--- src/rtl/jk_excitation_driver_if.sv ---
// Target-word handshake between a sequence source and jk_excitation_driver.
interface jk_excitation_driver_if #(
    parameter int unsigned WIDTH = 4
);
    logic             in_valid;
    logic             in_ready;
    logic [WIDTH-1:0] in_data;

    modport master (output in_valid, output in_data, input in_ready);
    modport slave  (input in_valid, input in_data, output in_ready);
endinterface

--- src/rtl/jk_excitation_driver.sv ---
// Queues target words and drives an external JK bank toward each, checking its Q feedback.
// Optional macro JK_TOGGLE_PREF_EN: changing bits use the toggle (j=k=1) encoding.
module jk_excitation_driver #(
    parameter int unsigned WIDTH = 4,
    parameter int unsigned DEPTH = 4
) (
    input  logic                         clk,
    input  logic                         reset,
    jk_excitation_driver_if.slave        in_if,
    input  logic                         run,
    output logic [WIDTH-1:0]             j,
    output logic [WIDTH-1:0]             k,
    input  logic [WIDTH-1:0]             q_fb,
    output logic [$clog2(DEPTH+1)-1:0]   level,
    output logic                         busy,
    output logic                         mismatch
);
    localparam int unsigned PtrW = (DEPTH > 1) ? $clog2(DEPTH) : 1;
    localparam int unsigned LvlW = $clog2(DEPTH + 1);

    logic [WIDTH-1:0] mem_q [DEPTH];
    logic [WIDTH-1:0] mem_d [DEPTH];
    logic [PtrW-1:0]  wr_ptr_q, wr_ptr_d;
    logic [PtrW-1:0]  rd_ptr_q, rd_ptr_d;
    logic [LvlW-1:0]  level_q, level_d;
    logic [WIDTH-1:0] j_q, j_d;
    logic [WIDTH-1:0] k_q, k_d;
    logic [WIDTH-1:0] model_q, model_d;
    logic [WIDTH-1:0] bank_exp_q, bank_exp_d;
    logic             mismatch_q, mismatch_d;

    logic             push, pop;
    logic [WIDTH-1:0] head, change;

    assign in_if.in_ready = (level_q != LvlW'(DEPTH));

    always_comb begin
        push   = in_if.in_valid && in_if.in_ready;
        pop    = run && (level_q != '0);
        head   = mem_q[rd_ptr_q];
        change = model_q ^ head;

        mem_d = mem_q;
        if (push) begin
            mem_d[wr_ptr_q] = in_if.in_data;
        end
        // DEPTH is a power of two, so pointers wrap by natural overflow.
        wr_ptr_d = push ? wr_ptr_q + PtrW'(1) : wr_ptr_q;
        rd_ptr_d = pop  ? rd_ptr_q + PtrW'(1) : rd_ptr_q;

        unique case ({push, pop})
            2'b10:   level_d = level_q + LvlW'(1);
            2'b01:   level_d = level_q - LvlW'(1);
            default: level_d = level_q;
        endcase

        j_d     = '0;
        k_d     = '0;
        model_d = model_q;
        if (pop) begin
`ifdef JK_TOGGLE_PREF_EN
            j_d = change;
            k_d = change;
`else
            j_d = change & head;
            k_d = change & model_q;
`endif
            // Chain against the previous target, not the bank's feedback.
            model_d = head;
        end

        bank_exp_d = model_q;
        mismatch_d = mismatch_q | (q_fb != bank_exp_q);
    end

    always_ff @(posedge clk or negedge reset) begin
        if (!reset) begin
            for (int i = 0; i < int'(DEPTH); i++) begin
                mem_q[i] <= '0;
            end
            wr_ptr_q   <= '0;
            rd_ptr_q   <= '0;
            level_q    <= '0;
            j_q        <= '0;
            k_q        <= '0;
            model_q    <= '0;
            bank_exp_q <= '0;
            mismatch_q <= 1'b0;
        end else begin
            mem_q      <= mem_d;
            wr_ptr_q   <= wr_ptr_d;
            rd_ptr_q   <= rd_ptr_d;
            level_q    <= level_d;
            j_q        <= j_d;
            k_q        <= k_d;
            model_q    <= model_d;
            bank_exp_q <= bank_exp_d;
            mismatch_q <= mismatch_d;
        end
    end

    assign j        = j_q;
    assign k        = k_q;
    assign level    = level_q;
    assign mismatch = mismatch_q;
    assign busy     = (level_q != '0) || (j_q != '0) || (k_q != '0);

endmodule

--- src/flat_wrapper.sv ---
// flat-port wrapper written by rule: the top's interface ports become plain ports
module jk_excitation_driver_flat 
#(
    parameter int unsigned WIDTH = 4,
    parameter int unsigned DEPTH = 4
)
  (clk, reset, run, j, k, q_fb, level, busy, mismatch, in_if_in_valid, in_if_in_data, in_if_in_ready);
  jk_excitation_driver_if #(.WIDTH(WIDTH)) in_if_i ();
  input  logic clk;
  input  logic reset;
  input  logic run;
  output logic [WIDTH-1:0] j;
  output logic [WIDTH-1:0] k;
  input  logic [WIDTH-1:0] q_fb;
  output logic [$clog2(DEPTH+1)-1:0] level;
  output logic busy;
  output logic mismatch;
  input wire logic [$bits(in_if_i.in_valid)-1:0] in_if_in_valid;
  input wire logic [$bits(in_if_i.in_data)-1:0] in_if_in_data;
  output wire logic [$bits(in_if_i.in_ready)-1:0] in_if_in_ready;
  assign in_if_i.in_valid = in_if_in_valid;
  assign in_if_i.in_data = in_if_in_data;
  assign in_if_in_ready = in_if_i.in_ready;
  jk_excitation_driver #(.WIDTH(WIDTH), .DEPTH(DEPTH)) u_core (.clk(clk), .reset(reset), .in_if(in_if_i), .run(run), .j(j), .k(k), .q_fb(q_fb), .level(level), .busy(busy), .mismatch(mismatch));
endmodule
--- config.mk ---
export PLATFORM = sky130hd
export DESIGN_NAME = jk_excitation_driver_flat
export DESIGN_NICKNAME = d
export VERILOG_FILES = /design/src/rtl/jk_excitation_driver_if.sv /design/src/rtl/jk_excitation_driver.sv /design/src/flat_wrapper.sv
export SDC_FILE = /design/constraint.sdc
export NUM_CORES = 1
export LEC_CHECK = 0
export ABC_AREA = 1
export CAP_MARGIN = 5
export CELL_PAD_IN_SITES_DETAIL_PLACEMENT = 1
export CELL_PAD_IN_SITES_GLOBAL_PLACEMENT = 2
export CORE_MARGIN = 5
export CORE_UTILIZATION = 33
export DETAILED_ROUTE_END_ITERATION = 16
export GPL_TIMING_DRIVEN = 0
export PLACE_DENSITY = 0.75
export SETUP_SLACK_MARGIN = 0.2
export SLEW_MARGIN = 20
export SYNTH_ARGS = -nofsm -noshare
export SYNTH_HDL_FRONTEND = slang
export SYNTH_SLANG_ARGS = --single-unit
--- constraint.sdc ---
create_clock -name clk -period 2 [get_ports clk]
set_input_delay 0.6 -clock clk [delete_from_list [all_inputs] [get_ports clk]]
set_output_delay 0.6 -clock clk [all_outputs]
set_load 0.005 [all_outputs]
==> out/metrics.yaml <==
yosys:
  synth_edf_count: 0
  yosys-top-cells-count: "nand2_1 (72), dfrtp_1 (40), nand3_1 (22)"
  avgSynthCellArea_um2: 8.87
  synth_most_common_cell: "nand2_1"
  ys_warn_count: 0
  synth_nets: 237
  synth_area_leader_cell: "dfrtp_1"
  syn_inst: 219
  synth_ff_type: "dfrtp_1"
  yosysTopAreaCellShare: 0.515
  ys_seq_area_frac: 0.515
  synth_area_leaders: "dfrtp_1 (52%), nand2_1 (14%), nand3_1 (5.7%)"
  synth_cell_types: 24
  synth-async-reset-ratio: 1.00
  ys_ff_latch: 40
  syn_area_mm2: 0.00194
cells_and_area:
  final_nets: 282
  fin_util: 0.447
  finalInstanceArea_mm2: 0.00260
  drive_gt1_frac: 0.192
  syn_to_final_growth_pct: 33.7
  diodes: 0
timing:
  tightest_slew_ns: 0.490
  finalSetupViolations: 0
  min_period_ns: 1.86
  period_share: 0.932
  rsz0062_at_grt: "true"
  relSlewSlack: 0.674
  finClkSkew_ns: 0.00586
  hold_violations: 0
  drv_slew: 0
  fmax_mhz: 537
power:
  p_leak_uw: 0.00131
  powerDensity_mw_per_mm2: 1570
  finalPower_uw: 4070
  vdd.ir_drop.worst_mv: 0.629
clocking:
  cts_hold_buf: 0
  cts.sinks: 40
  cts.clk_slew.worst_paths_ns: 0.08
  htree_num_levels: 2
  cts_buffers: 5
  clk_latency_ns: 0.29
  cts-root-buf: "clkbuf_8"
  cts_tree: "yes"
  clockBufferDepth: 2
grt:
  grt_pass1_wl_mm: 8.27
  grt_pass1_vias: 1681
  grt_antenna_before_repair: 0
  grt-ovfl-total: 0
  grt_usage: 0.142
  grt_max_degree: 26
run_status:
  run_status: "completed"
route:
  drc: 0
  ant_nets: 0
  routed-via-count: 1565
  viasPerCell: 4.60
  wirelength_mm: 4.67
  drt-initial-drc-count: 39
  wl_per_cell_um: 13.7
  dr.pass1.iters: 4
setup_path:
  crit_path_frequent_cell: "nor2_4"
  critPathCapture: "busy"
  crit_slowest_cell: "dfrtp_1"
  path_cells: "nor2_4 -> buf_6 -> nand2_4 -> nor2_4 -> nand3_2 -> buf_2"
  worstSetupEndpointType: "output port"
  regToRegStartpoint: "u_core.level[1]$_DFFE_PN0P_"
  reg2reg_slack_ns: 0.18
  r2r-end: "u_core.level[2]$_DFFE_PN0P_"
  worstPathArrival_ns: 1.26
  cp_slowest_stage_delay_ns: 0.41
  worstRegToRegCells: 10
  required_ns: 1.40
  crit_fanout: 2
  crit_path_start: "u_core.level[1]$_DFFE_PN0P_"
  start_kind: "flip-flop"
  critPathKind: "flip-flop to output port"
placed_design:
  portBuffers: 25
  place_hpwl_mm: 3.53
  post_dp_cell_area_mm2: 0.00231
  routabilityCongestion: 0.774
die:
  std_cell_rows: 28
  die_x_um: 86.7
  dieArea_mm2: 0.00752
  core_region_area_mm2: 0.00582
  start_util: 0.334
  ios: 26
  dieHeight_um: 86.7
min_path:
  hold_class: "input pin to async pin"
run:
  max-cap-violations: 0
[sequential cells by signal, summed over array words and instances, names as in the netlist]
name,cells
u_core.k,4
u_core.j,4
u_core.mismatch,1
u_core.bank_exp_d,4
u_core.level,3
u_core.mem_q,16
u_core.wr_ptr_q,2
u_core.bank_exp_q,4
u_core.rd_ptr_q,2
[cell usage in the layout (no fill, tap or decap), types with 2 or more instances in the layout]
cell type / count
xor2_1: 3
dfrtp_1: 39
nand3_2: 2
inv_1: 15
nand3_1: 20
nand3_4: 2
buf_2: 3
clkdlybuf4s50_1: 14
nand2_1: 70
nor2_1: 15
dlygate4sd2_1: 5
nand2_2: 3
buf_4: 10
and2_1: 4
dlymetal6s2s_1: 3
xnor2_1: 3
buf_6: 8
clkbuf_8: 7
o21ai_0: 2
ha_1: 4
inv_4: 2
nand4_1: 16
nor2_4: 2
o21ai_2: 2
[worst max-delay path: cells and delay by family, from the launching register on]
kind | cells | cell delay [ns]
flip-flops | 1 | 0.41
AND/OR/NAND/NOR | 4 | 0.32
buffers and inverters | 2 | 0.24
[metrics by stage]
stage          hold WS (ns)  setup TNS, ns  instances  worst slack, ns
4_1_cts               0.239              0        339            0.121
3_5_place_dp          0.418          -1.29        320           -0.613
3_3_place_gp          0.421         -32.35        319           -0.779
2_1_floorplan         0.304              0        219            0.196
5_1_grt               0.245              0        340           0.0293
6_report              0.225              0        340            0.137
[worst min-delay path by stage]
stage,to,slack [ns],depth (start not counted)
after floorplan,u_core.bank_exp_d[0]$_DFFE_PN0P_,0.30,0
after global placement,u_core.bank_exp_q[1]$_DFF_PN0_,0.42,0
after detailed placement,u_core.bank_exp_q[1]$_DFF_PN0_,0.42,0
after CTS,u_core.rd_ptr_q[1]$_DFFE_PN0P_,0.24,1
after global routing,u_core.rd_ptr_q[1]$_DFFE_PN0P_,0.25,1
final,u_core.rd_ptr_q[1]$_DFFE_PN0P_,0.22,1
[kinds of logic (layout without fill, tap and decap cells)]
family,after synthesis,count (layout),share of synthesized area
AOI/OAI and AO/OA,5,5,0.0206
xor gates and xnor gates,6,6,0.0270
adders and majority gates,6,6,0.0425
buffers and inverters,26,72,0.0676
DFF,40,40,0.515
and+or+nand+nor,136,136,0.327
[layer usage]
layer	global-route usage	vias to the layer above	wire [um]
met5	0	-	0
met4	0.0382	0	54
met3	0.0352	7	199
met2	0.244	32	2260
met1	0.177	739	2160
li1	-	787	-
[cell type report]
class,instances,area (um^2)
fill,705,3220
sequential,40,1000
multi-input combinational,153,866
timing repair buffer,38,364
clock buffer,7,96.3
tap,75,93.8
inverter,19,83.8
buffer,7,61.3
clock inverter,1,30.0
[report_power, final]
part | internal [uW] | leakage [uW] | switching, uW
registers | 1160 | 0.000501 | 218
logic | 910 | 0.000746 | 1060
clock network | 440 | 0.0000645 | 280
total | 2510 | 0.00131 | 1560
[what timing repair did]
item / in CTS / in global routing
setup buffers: 11 / 1
endpoints found under the setup margin: 8 / 7
pin swaps: 3 / 5
resized for setup: 22 / 12
Power figures use the tool's default switching activity.
